### src/rtl/mem_access_unit_if.sv
// Data-memory access bundle: pipeline-side request/response signals plus the
// single-beat data bus. The slave modport is the memory-stage unit.
interface mem_access_unit_if #(
    parameter int ADDR_W = 32
);
    logic              req_valid;
    logic              mem_write;
    logic              wb_load;
    logic [1:0]        mem_store_type;
    logic [2:0]        mem_load_type;
    logic [ADDR_W-1:0] addr;
    logic [31:0]       store_data;
    logic              bus_req;
    logic              bus_we;
    logic [ADDR_W-1:0] bus_addr;
    logic [31:0]       bus_wdata;
    logic [3:0]        bus_wstrb;
    logic [31:0]       bus_rdata;
    logic              bus_ack;
    logic              stall;
    logic [31:0]       load_data;
    logic              done;
    logic              misaligned;
    logic              bus_error;

    modport slave (
        input  req_valid, mem_write, wb_load, mem_store_type, mem_load_type,
        input  addr, store_data, bus_rdata, bus_ack,
        output bus_req, bus_we, bus_addr, bus_wdata, bus_wstrb,
        output stall, load_data, done, misaligned, bus_error
    );

    modport master (
        output req_valid, mem_write, wb_load, mem_store_type, mem_load_type,
        output addr, store_data, bus_rdata, bus_ack,
        input  bus_req, bus_we, bus_addr, bus_wdata, bus_wstrb,
        input  stall, load_data, done, misaligned, bus_error
    );
endinterface

### src/rtl/mem_access_unit.sv
// Memory-stage load/store unit: one single-beat bus transaction per request,
// with lane steering, load extension, misalignment and ack-timeout detection.
module mem_access_unit #(
    parameter int ADDR_W  = 32,
    parameter int TIMEOUT = 64,
    parameter int CNT_W   = 7
) (
    input  logic             clk,
    input  logic             rst_n,
    mem_access_unit_if.slave mif
);
    typedef enum logic [1:0] {S_IDLE, S_BUSY, S_RESP} state_t;

    state_t            r_state, w_next;
    logic [CNT_W-1:0]  r_cnt;
    logic              r_bus_req, r_bus_we, r_is_load, r_err, r_mis;
    logic [ADDR_W-1:0] r_bus_addr;
    logic [31:0]       r_bus_wdata, r_load_data;
    logic [3:0]        r_bus_wstrb;
    logic [2:0]        r_ltype;
    logic [1:0]        r_off;

    logic              w_store, w_load, w_mis, w_go, w_timeout;
    logic              w_stall, w_done, w_err;
    logic [31:0]       w_wdata, w_ext;
    logic [3:0]        w_wstrb;
    logic [7:0]        w_byte;
    logic [15:0]       w_half;

    // Request decode; a store wins over a simultaneous load request.
    always_comb begin
        w_store = mif.req_valid && mif.mem_write && (mif.mem_store_type != 2'b11);
        w_load  = mif.req_valid && mif.wb_load && !mif.mem_write;
        w_mis   = 1'b0;
        if (w_store) begin
            case (mif.mem_store_type)
                2'b01:   w_mis = mif.addr[0];
                2'b10:   w_mis = |mif.addr[1:0];
                default: w_mis = 1'b0;
            endcase
        end else if (w_load) begin
            case (mif.mem_load_type)
                3'b000, 3'b100: w_mis = 1'b0;
                3'b001, 3'b101: w_mis = mif.addr[0];
                default:        w_mis = |mif.addr[1:0];
            endcase
        end
        w_go      = (w_store || w_load) && !w_mis;
        w_timeout = !mif.bus_ack && (r_cnt == CNT_W'(TIMEOUT - 1));
    end

    always_comb begin
        w_wdata = '0;
        w_wstrb = '0;
        if (w_store) begin
            case (mif.mem_store_type)
                2'b00: begin
                    w_wdata = {4{mif.store_data[7:0]}};
                    w_wstrb = 4'b0001 << mif.addr[1:0];
                end
                2'b01: begin
                    w_wdata = {2{mif.store_data[15:0]}};
                    w_wstrb = mif.addr[1] ? 4'b1100 : 4'b0011;
                end
                default: begin
                    w_wdata = mif.store_data;
                    w_wstrb = 4'b1111;
                end
            endcase
        end
    end

    always_comb begin
        w_byte = mif.bus_rdata[{r_off, 3'b000} +: 8];
        w_half = r_off[1] ? mif.bus_rdata[31:16] : mif.bus_rdata[15:0];
        case (r_ltype)
            3'b000:  w_ext = {{24{w_byte[7]}}, w_byte};
            3'b001:  w_ext = {{16{w_half[15]}}, w_half};
            3'b100:  w_ext = {24'b0, w_byte};
            3'b101:  w_ext = {16'b0, w_half};
            default: w_ext = mif.bus_rdata;
        endcase
    end

    always_ff @(posedge clk or negedge rst_n) begin
        if (!rst_n) r_state <= S_IDLE;
        else        r_state <= w_next;
    end

    always_comb begin
        w_next = r_state;
        case (r_state)
            S_IDLE:  if (w_go) w_next = S_BUSY;
            S_BUSY:  if (mif.bus_ack || w_timeout) w_next = S_RESP;
            default: w_next = S_IDLE;
        endcase
    end

    // Misaligned requests never leave IDLE; their done comes from r_mis.
    always_comb begin
        w_stall = (r_state == S_BUSY) || ((r_state == S_IDLE) && w_go);
        w_done  = (r_state == S_RESP) || r_mis;
        w_err   = (r_state == S_RESP) && r_err;
    end

    always_ff @(posedge clk or negedge rst_n) begin
        if (!rst_n) begin
            r_cnt       <= '0;
            r_bus_req   <= 1'b0;
            r_bus_we    <= 1'b0;
            r_bus_addr  <= '0;
            r_bus_wdata <= '0;
            r_bus_wstrb <= '0;
            r_ltype     <= '0;
            r_off       <= '0;
            r_is_load   <= 1'b0;
            r_err       <= 1'b0;
            r_mis       <= 1'b0;
            r_load_data <= '0;
        end else begin
            r_mis <= 1'b0;
            case (r_state)
                S_IDLE: begin
                    r_cnt <= '0;
                    r_err <= 1'b0;
                    if (w_go) begin
                        r_bus_req   <= 1'b1;
                        r_bus_we    <= w_store;
                        r_bus_addr  <= {mif.addr[ADDR_W-1:2], 2'b00};
                        r_bus_wdata <= w_wdata;
                        r_bus_wstrb <= w_wstrb;
                        r_ltype     <= mif.mem_load_type;
                        r_off       <= mif.addr[1:0];
                        r_is_load   <= !w_store;
                    end else if (w_store || w_load) begin
                        r_mis <= 1'b1;
                    end
                end
                S_BUSY: begin
                    if (mif.bus_ack) begin
                        r_bus_req <= 1'b0;
                        if (r_is_load) r_load_data <= w_ext;
                    end else if (w_timeout) begin
                        r_bus_req <= 1'b0;
                        r_err     <= 1'b1;
                        if (r_is_load) r_load_data <= '0;
                    end else begin
                        r_cnt <= r_cnt + 1'b1;
                    end
                end
                default: ;
            endcase
        end
    end

    assign mif.bus_req    = r_bus_req;
    assign mif.bus_we     = r_bus_we;
    assign mif.bus_addr   = r_bus_addr;
    assign mif.bus_wdata  = r_bus_wdata;
    assign mif.bus_wstrb  = r_bus_wstrb;
    assign mif.stall      = w_stall;
    assign mif.load_data  = r_load_data;
    assign mif.done       = w_done;
    assign mif.misaligned = r_mis;
    assign mif.bus_error  = w_err;
endmodule
### src/flat_wrapper.sv
// flat-port wrapper written by rule: the top's interface ports become plain ports
module mem_access_unit_flat 
#(
    parameter int ADDR_W  = 32,
    parameter int TIMEOUT = 64,
    parameter int CNT_W   = 7
)
  (clk, rst_n, mif_req_valid, mif_mem_write, mif_wb_load, mif_mem_store_type, mif_mem_load_type, mif_addr, mif_store_data, mif_bus_rdata, mif_bus_ack, mif_bus_req, mif_bus_we, mif_bus_addr, mif_bus_wdata, mif_bus_wstrb, mif_stall, mif_load_data, mif_done, mif_misaligned, mif_bus_error);
  mem_access_unit_if #(.ADDR_W(ADDR_W)) mif_i ();
  input  logic clk;
  input  logic rst_n;
  input wire logic [$bits(mif_i.req_valid)-1:0] mif_req_valid;
  input wire logic [$bits(mif_i.mem_write)-1:0] mif_mem_write;
  input wire logic [$bits(mif_i.wb_load)-1:0] mif_wb_load;
  input wire logic [$bits(mif_i.mem_store_type)-1:0] mif_mem_store_type;
  input wire logic [$bits(mif_i.mem_load_type)-1:0] mif_mem_load_type;
  input wire logic [$bits(mif_i.addr)-1:0] mif_addr;
  input wire logic [$bits(mif_i.store_data)-1:0] mif_store_data;
  input wire logic [$bits(mif_i.bus_rdata)-1:0] mif_bus_rdata;
  input wire logic [$bits(mif_i.bus_ack)-1:0] mif_bus_ack;
  output wire logic [$bits(mif_i.bus_req)-1:0] mif_bus_req;
  output wire logic [$bits(mif_i.bus_we)-1:0] mif_bus_we;
  output wire logic [$bits(mif_i.bus_addr)-1:0] mif_bus_addr;
  output wire logic [$bits(mif_i.bus_wdata)-1:0] mif_bus_wdata;
  output wire logic [$bits(mif_i.bus_wstrb)-1:0] mif_bus_wstrb;
  output wire logic [$bits(mif_i.stall)-1:0] mif_stall;
  output wire logic [$bits(mif_i.load_data)-1:0] mif_load_data;
  output wire logic [$bits(mif_i.done)-1:0] mif_done;
  output wire logic [$bits(mif_i.misaligned)-1:0] mif_misaligned;
  output wire logic [$bits(mif_i.bus_error)-1:0] mif_bus_error;
  assign mif_i.req_valid = mif_req_valid;
  assign mif_i.mem_write = mif_mem_write;
  assign mif_i.wb_load = mif_wb_load;
  assign mif_i.mem_store_type = mif_mem_store_type;
  assign mif_i.mem_load_type = mif_mem_load_type;
  assign mif_i.addr = mif_addr;
  assign mif_i.store_data = mif_store_data;
  assign mif_i.bus_rdata = mif_bus_rdata;
  assign mif_i.bus_ack = mif_bus_ack;
  assign mif_bus_req = mif_i.bus_req;
  assign mif_bus_we = mif_i.bus_we;
  assign mif_bus_addr = mif_i.bus_addr;
  assign mif_bus_wdata = mif_i.bus_wdata;
  assign mif_bus_wstrb = mif_i.bus_wstrb;
  assign mif_stall = mif_i.stall;
  assign mif_load_data = mif_i.load_data;
  assign mif_done = mif_i.done;
  assign mif_misaligned = mif_i.misaligned;
  assign mif_bus_error = mif_i.bus_error;
  mem_access_unit #(.ADDR_W(ADDR_W), .TIMEOUT(TIMEOUT), .CNT_W(CNT_W)) u_core (.clk(clk), .rst_n(rst_n), .mif(mif_i));
endmodule
### config.mk
export PLATFORM = sky130hd
export DESIGN_NAME = mem_access_unit_flat
export DESIGN_NICKNAME = d
export VERILOG_FILES = /design/src/rtl/mem_access_unit_if.sv /design/src/rtl/mem_access_unit.sv /design/src/flat_wrapper.sv
export SDC_FILE = /design/constraint.sdc
export NUM_CORES = 1
export LEC_CHECK = 0
export ABC_AREA = 0
export ABC_CLOCK_PERIOD_IN_PS = 1760
export CAP_MARGIN = 40
export CORE_UTILIZATION = 41
export CTS_CLUSTER_DIAMETER = 120
export DETAILED_ROUTE_END_ITERATION = 12
export PLACE_DENSITY = 0.8
export SLEW_MARGIN = 30
export SYNTH_ARGS = -nofsm -noshare
export SYNTH_HDL_FRONTEND = slang
export SYNTH_SLANG_ARGS = --single-unit
### constraint.sdc
create_clock -name clk -period 1.76 [get_ports clk]
set_input_delay 0.352 -clock clk [delete_from_list [all_inputs] [get_ports clk]]
set_output_delay 0.352 -clock clk [all_outputs]
set_load 0.05 [all_outputs]
* Yosys cells after proc, flatten, opt, wreduce, memory -nomap -nowiden
Cells that the tools add are included.
** Word-level totals
- Register bits :: 117
- Bits in latches :: 0
- RAM bits :: 0
- Memory bits (read-only) :: 0
- Output and inout bits :: 106
- Word-level logic and storage cells :: 96
- Memories :: 0
** Operators by class
- Add/sub/neg operators :: 1
- Multipliers :: 0
- Div/mod/pow operators :: 0
- Magnitude comparators :: 0
- Eq/ne operators :: 18
- Shift-type cells :: 2
- Mux-type cells :: 31
- Bitwise logic cells :: 0
- Reduce and logical (&&, ||, !) cells :: 31
** Operator list (number)
- two-way mux 32 bit :: 5
- one-hot mux 32 bit (4 select lines) :: 1
- one-hot mux 32 bit (2 select lines) :: 1
- variable part select 32 x 6 -> 8 bit :: 1
- two-way mux 16 bit :: 1
- two-way mux 7 bit :: 2
- one-hot mux 7 bit (2 select lines) :: 1
- equality test 3 bit (second input constant) :: 4
- AND reduction 3 bit :: 4
- two-way mux 1 bit :: 10
- logical AND 1 bit :: 8
- two-way mux 4 bit :: 2
- one-hot mux 1 bit (2 select lines) :: 4
- one-hot mux 4 bit (2 select lines) :: 1
- adder 7 x 1 -> 7 bit (second input constant) :: 1
- equality test 7 x 6 -> 1 bit (second input constant) :: 1
- equality test 3 x 1 -> 1 bit (second input constant) :: 2
- zero test 3 bit :: 2
- inequality test 2 x 1 -> 1 bit (second input constant) :: 3
- inequality test 2 bit (second input constant) :: 3
- OR reduction 2 bit :: 3
- equality test 2 x 1 -> 1 bit (second input constant) :: 2
- equality test 2 bit (second input constant) :: 2
- zero test 1 bit :: 4
- other kinds (8) :: 15

* Longest topological paths before layout
Gate-level depths: netlist of the first run.
- Word-level depth :: 9
- Gate-level depth with buffers :: 9
- Gate-level depth less buffers :: 6

* Worst setup path before layout of the first run
OpenSTA, ideal clock, no wires.
- Path kind :: input port to output port
- From :: input mif_mem_store_type[1]
- To :: output mif_stall
- Arrival :: 1.791 ns
- Data required time :: 1.408 ns
- Slack :: -0.383 ns
- Stages on the path :: 9
- Path buffers :: 3
- Cell sequence :: inv_1 > ha_1 > clkbuf_1 > o211ai_1 > a21o_1 > nand3_4 > buf_4 > buf_6 > nand2_1
** Between the ends
- Longest elaborated chain between the ends :: 7
- Elaborated cells on any way between the ends :: 11
- Those cells by class :: eq/ne: 3; mux: 2; reduce/logical: 6
** Ends and longest elaborated chain
- start: declaration :: RTL line flat_wrapper.sv:15 : input wire logic [$bits(mif_i.mem_store_type)-1:0] mif_mem_store_type;
- equality test 2 bit (tied with other cells) :: RTL line mem_access_unit.sv:36 : case (mif.mem_store_type)
- one-hot mux 1 bit (2 select lines) / logical AND 1 bit (equally long branches) :: RTL line mem_access_unit.sv:36, mem_access_unit.sv:32
- two-way mux 1 bit :: RTL line mem_access_unit.sv:35 : if (w_store) begin
- zero test 1 bit :: RTL line mem_access_unit.sv:48 : w_go = (w_store || w_load) && !w_mis;
- logical AND 1 bit * :: RTL line mem_access_unit.sv:48
- logical AND 1 bit * :: RTL line mem_access_unit.sv:101 : w_stall = (r_state == S_BUSY) || ((r_state == S_IDLE) && w_go);
- logical OR 1 bit * :: RTL line mem_access_unit.sv:101
- end: declaration :: RTL line flat_wrapper.sv:26 : output wire logic [$bits(mif_i.stall)-1:0] mif_stall;
Every way passes the cells marked *; elsewhere a longest branch is shown, timed or not.

* Final worst setup path of the first run
Ends and elaborated chain as after synthesis.

==> results of run 1 <==
==> cell families (layout without fill, tap and decap cells) <==
group / Yosys count / in the layout
AO/OA/AOI/OAI: 154 / 154
flip-flops: 117 / 117
multiplexers: 61 / 61
AND/OR/NAND/NOR: 84 / 84
other: 1 / 2
adder cells (fa/ha/maj): 5 / 5
buffers and inverters: 47 / 321
==> power by group through the flow <==
stage / Sequential, uW / Combinational, uW / Clock [uW]
after floorplan: 6510 / 1890 / 0
after global placement: 4050 / 6510 / 0
after detailed placement: 4080 / 6600 / 0
after CTS: 4050 / 6720 / 3410
after global routing: 4130 / 7110 / 3560
final: 4040 / 6790 / 3360
==> Yosys cell counts, drive strengths merged, types with 2 or more instances <==
master	n
a22o	35
and2	3
nand2	21
nand2b	19
buf	25
and3	3
o211ai	3
ha	5
o2bb2ai	29
inv	10
a21boi	3
a32o	9
o311ai	6
or3	2
nor2	10
a22oi	9
nor3	5
dfrtp	117
a21o	18
nand3	7
o21ai	7
nor4	2
a21oi	22
nor2b	7
mux2	49
o31ai	2
o22ai	6
clkbuf	12
mux2i	12
==> critical path: cells and delay by family <==
family	cells	cell delay, ns
AOI/OAI and AO/OA	2	0.44
buffers and inverters	5	0.52
adders and majority gates	1	0.15
and+or+nand+nor	2	0.16
==> placed cells by master (no fill, tap or decap), types with 9 or more instances in the layout <==
cell type        netlist  final
clkbuf_16              0     17
dfrtp_1              117    116
mux2i_1               12     12
mux2_2                27     27
buf_12                 3     13
a32o_1                 9      9
o2bb2ai_1             29     29
nand2b_1              19     19
a21oi_1               22     21
nand2_1               20     18
a22o_1                35     35
clkdlybuf4s50_1        0     96
buf_4                  5    155
a21o_1                18     18
mux2_4                22     22
==> routing by layer <==
metal / track usage, % / routed length (um) / up-vias
li1: - / - / 2288
met1: 28.2 / 6850 / 2407
met2: 37.7 / 7960 / 223
met3: 7.55 / 1320 / 38
met4: 9.03 / 376 / 0
met5: 0 / 0 / -
==> metrics by stage <==
step	utilization, %	worst slack [ns]	TNS (ns)
6_report	66.6	-0.205	-0.410
5_1_grt	66.6	-0.286	-0.723
4_1_cts	66.1	-0.169	-0.183
3_5_place_dp	60.8	-0.715	-53.45
3_3_place_gp	60.8	-0.703	-51.12
2_1_floorplan	-	-0.0575	-0.225
==> final cells by class <==
type,instances,area share (%)
multi-input combinational,306,29.5
timing repair buffer,279,28.3
clock inverter,8,1.10
inverter,10,0.559
sequential,117,32.7
tap,176,2.46
clock buffer,24,5.38
==> final timing paths <==
path	startpoint	end	slack (ns)
worst max register to register	u_core.r_off[1]$_DFFE_PN0P_	u_core.mif.load_data[15]$_DFFE_PN0P_	0
worst max-delay path	mif_mem_store_type[1]	mif_stall	-0.21
max in group asynchronous	rst_n	u_core.mif.bus_addr[6]$_DFFE_PN0P_	0.76
min in group asynchronous	rst_n	u_core.r_cnt[3]$_DFFE_PN0P_	0.45
worst min register to register	u_core.mif.load_data[9]$_DFFE_PN0P_	u_core.mif.load_data[9]$_DFFE_PN0P_	0.49
worst min-delay path	mif_mem_load_type[0]	u_core.r_ltype[0]$_DFFE_PN0P_	0.44
==> timing repair <==
action,CTS,global route
setup buffers,7,6
gates resized for setup,33,9
hold buffers,1,0
gates cloned,0,0
endpoints found under the hold margin,30,0
endpoints found under the setup margin,101,10
pin swaps,7,6
==> sequential cells by signal, summed over array words and instances, names as in the netlist, 2 cells and up <==
signal	cells
u_core.mif.bus_addr	30
u_core.mif.bus_wdata	32
u_core.mif.bus_wstrb	4
u_core.mif.load_data	32
u_core.r_cnt	7
u_core.r_ltype	3
u_core.r_off	2
u_core.r_state	2
==> impl_metrics.toml, run 1 <==
[final_layout]
regArea_um2 = 2930
fin_nets = 843
drive_gt1_share_pct = 37.6
final_cell_count_no_fill = 920
nFillCells = 1033
num_antenna_cells = 0
fin_area_um2 = 8950
multiInputGateArea_um2 = 2640
syn_to_final_growth_pct = 55.9

[global_route]
grt_pass1_vias = 5111
grt_pass1_wl_um = 25900
grt_antenna_before_repair = 0
grt-ovfl-total = 0
grt_max_degree = 43
grtUsageTotal_pct = 23.1

[sta]
fin_crit_ns = 1.97
drv_slew = 0
fin_crit_sh_pct = 112
fin_hold_ws_ns = 0.442
worst_slew_pin_slew_ns = 0.689
relSlewSlack_pct = 54.0
setup_slack_ns = -0.205
hold_viol = 0
skew_ns = 0.00677
finalSetupViolCount = 4
rsz0062_at_grt = "yes"
clock.fmax_mhz = 509

[critical_path]
cp-end-kind = "output port"
cp_cell_sequence = "buf_6 -> buf_6 -> inv_12 -> ha_4 -> o211ai_1 -> a21o_1 -> nand3_4 -> buf_12 -> nand2_8 -> buf_12"
crit_type = "in -> out"
cp-start-kind = "input port"
cp_max_fo = 3
crit_slowest_cell = "o211ai_1"
required_ns = 1.41
slowest_delay_ns = 0.23
ff2ff_path_depth = 7
cp_data_arrival_time_ns = 1.61

[synth]
synth_adder_area_share_pct = 1.09
seq_area_frac_synth_pct = 51.0
ys_ff_latch = 117
synth-compound-area-share_pct = 21.4
synth-async-reset-ratio_pct = 100
synth_top_family_by_area = "compound AO/OA/AOI/OAI gates"
avgSynthCellArea_um2 = 12.2
synthMuxAreaShare_pct = 13.1
synth.top_cell.area_share_pct = 51.0
synthSimpleGateAreaFrac_pct = 8.37
synth-xor-area-share_pct = 0
yosysTopAreaCell = "dfrtp_1"
synth-edff-count = 0
synth_warnings = 0
synthTopCellsByArea = "dfrtp_1 51%, mux2_4 5.8%, a22o_1 5.3%"
synth_cell_types = 52
synth_cells = 469
syn_area_um2 = 5740
ys.flop_type = "dfrtp_1"

[route]
vias = 4956
first_pass_iters = 4
drt_iter0_drc = 393
ant_nets = 0
via_per_inst = 5.39
drc = 0
routedWlPerCell_um = 17.9
drt_wl_total_um = 16500

[floorplan]
fp.dieH_um = 120
die_w_um = 120
rows = 42
io_pins = 213
start_util_pct = 42.7
dieArea_um2 = 14500
core_um2 = 13500

[pwr]
p_int_uw = 8310
power.density_nw_per_um2 = 1590
vdd_drop_max_uv = 827
leakage_uw = 0.00424
swShare_pct = 41.4
power_uw = 14200
switchingPower_uw = 5880
p_comb_share_pct = 47.8
pwr-share-seq_pct = 28.5
p_clk_share_pct = 23.7

[clock_network]
path_clk_slew_ns = 0.05
clkLatencyLatePin_ns = 0.41
clockBufferDepth = 2
clock_sinks = 117
htreeDepth = 4
cts_tree = "yes"
ctsRootBufferMaster = "clkbuf_16"
numCtsBuffers = 17

[min_path]
hold_class = "in -> reg"
hold_depth = 3

[place]
portBuffers = 210
gp_congestion = 0.875
dpl.hpwl_um = 11900
placed_cell_area_um2 = 8180
place_inst = 874

[status]
status = "complete, but fails checks"
violations = "negative setup slack"

[run]
max_cap_violations = 0
No activity file was read; power rests on OpenSTA's default activity.
==> inputs of run 2 (changes only) <==
--- a/config.mk
+++ b/config.mk
@@ -11,6 +11,7 @@
 export CORE_UTILIZATION = 41
 export CTS_CLUSTER_DIAMETER = 120
 export DETAILED_ROUTE_END_ITERATION = 12
+export HOLD_SLACK_MARGIN = 0.03
 export PLACE_DENSITY = 0.8
 export SLEW_MARGIN = 30
 export SYNTH_ARGS = -nofsm -noshare
==> results of run 2 <==
Final layout, timing and power as in run 1 (identical DEF).
==> inputs of run 3 (changes only) <==
--- a/config.mk
+++ b/config.mk
@@ -13,7 +13,6 @@
 export DETAILED_ROUTE_END_ITERATION = 12
 export HOLD_SLACK_MARGIN = 0.03
 export PLACE_DENSITY = 0.8
-export SLEW_MARGIN = 30
 export SYNTH_ARGS = -nofsm -noshare
 export SYNTH_HDL_FRONTEND = slang
 export SYNTH_SLANG_ARGS = --single-unit
==> run 3 against run 2 <==
Die area is the same. The run still ends with negative setup slack left. Via count shrank 0.14%. Non-clock buffer count shrank 6. Sequential share of layout area grew 0.20 points. Core utilization shrank 0.38 points. Register-to-register slack gained 0.04 ns. Largest power group unchanged.
==> impl_metrics.toml, run 3 (synthesized netlist as in run 1, its figures left out) <==
[status]
status = "complete, but fails checks"
violations = "negative setup slack"

[clock_network]
cts_tree = "yes"
ctsRootBufferMaster = "clkbuf_16"
clkLatencyLatePin_ns = 0.41
htreeDepth = 4
clockBufferDepth = 2
path_clk_slew_ns = 0.05
clock_sinks = 117
numCtsBuffers = 17

[global_route]
grt_max_degree = 43
grt_pass1_vias = 5094
grt-ovfl-total = 0
grtUsageTotal_pct = 23.4
grt_pass1_wl_um = 26200
grt_antenna_before_repair = 0

[place]
dp_slack_ns = -0.716
place_inst = 875
dpl.hpwl_um = 11900
gp_congestion = 0.875
portBuffers = 210

[critical_path]
cp-end-kind = "output port"
cp-start-kind = "input port"
cp_max_fo = 2
crit_type = "in -> out"
cp_data_arrival_time_ns = 1.56
required_ns = 1.41

[floorplan]
fp.dieH_um = 120
start_util_pct = 42.7
rows = 42
core_um2 = 13500
dieArea_um2 = 14500
io_pins = 213
die_w_um = 120

[final_layout]
layout_common_cells = "151 x buf_4, 115 x dfrtp_1, 96 x clkdlybuf4s50_1"
num_antenna_cells = 0
syn_to_final_growth_pct = 55.0
fin_nets = 837
final_cell_count_no_fill = 914
final_core_util_pct = 66.2
drive_gt1_share_pct = 37.7
final_common_cell = "buf_4"

[route]
first_pass_iters = 5
vias = 4949
drt_wl_total_um = 16600
via_per_inst = 5.41
ant_nets = 0
routedWlPerCell_um = 18.1
drc = 0
drt_iter0_drc = 309

[sta]
tns_ns = -0.155
fin_hold_ws_ns = 0.347
fin_crit_sh_pct = 109
worst_slew_pin_slew_ns = 0.699
clock.fmax_mhz = 522
finalSetupViolCount = 1
hold_viol = 0
relSlewSlack_pct = 53.2
setup_slack_ns = -0.155
skew_ns = 0.00800
fin_crit_ns = 1.92
drv_slew = 0
rsz0062_at_grt = "yes"

[run]
max_cap_violations = 0

[pwr]
vdd_drop_max_uv = 924
power.density_nw_per_um2 = 1590
leakage_uw = 0.00420

[min_path]
hold_class = "in -> reg"
==> run 3: changes by cell type in the layout (fill, tap and decap cells not counted), sizes merged <==
cell / previous run / this run
buf: 175 / 169
clkbuf: 24 / 20
clkdlybuf4s15: 1 / 0
clkinv: 4 / 8
clkinvlp: 2 / 3
==> run 3: through the flow <==
step	area, um2	total power, uW
6_report	8900	14100
3_3_place_gp	8170	10600
4_1_cts	8880	14200
5_1_grt	8900	14700
3_5_place_dp	8180	10700
2_1_floorplan	5810	8400
==> run 3: timing repair <==
| action | in CTS | in global routing |
|---|---|---|
| buffers inserted | 7 | 1 |
| setup endpoints to repair | 102 | 35 |
| hold endpoints to repair | 30 | 0 |
| pin swaps | 8 | 4 |
| resized for setup | 34 | 10 |
| hold buffers | 1 | 0 |
==> run 3: per-layer routing <==
metal / routed length (um) / GRT usage [%] / up-vias
li1: - / - / 2272
met1: 7040 / 29.4 / 2462
met2: 8080 / 38.4 / 190
met3: 1170 / 7.59 / 25
met4: 299 / 7.18 / 0
met5: 0 / 0 / -
==> run 3: where the power goes <==
part	switching (uW)	internal, uW
registers	565	3490
logic	4130	2590
clock network	1240	2110
==> run 3: path summary, 6_finish.rpt <==
path | start | end | slack, ns | depth (start not counted)
max in group asynchronous | rst_n | u_core.mif.bus_addr[11]$_DFFE_PN0P_ | 0.77 | 3
worst min-delay path | mif_mem_load_type[1] | u_core.r_ltype[1]$_DFFE_PN0P_ | 0.35 | 3
min in group asynchronous | rst_n | u_core.r_cnt[0]$_DFFE_PN0P_ | 0.45 | 2
worst min register to register | u_core.mif.load_data[9]$_DFFE_PN0P_ | u_core.mif.load_data[9]$_DFFE_PN0P_ | 0.49 | 1
worst max register to register | u_core.r_state[1]$_DFFE_PN0P_ | u_core.mif.bus_wdata[5]$_DFFE_PN0P_ | 0.04 | 8
worst max-delay path | mif_mem_store_type[0] | mif_stall | -0.16 | 9
==> run 3: final cells by class <==
class	count	area (um2)
inverters	10	50.0
fillers	1032	4550
clock buffers	19	443
repair buffers	273	2480
clock inverters	13	134
flip-flops and latches	117	2930
well taps	176	220
multi-input cells	306	2650
==> run 3: worst max-delay path, cell delays in order <==
cell and delay, ns:
buf_6 0.10, buf_6 0.12, ha_4 0.15, o211ai_1 0.21, a21o_1 0.21, nand3_4 0.10, buf_12 0.14, nand2_8 0.06
buf_12 0.13
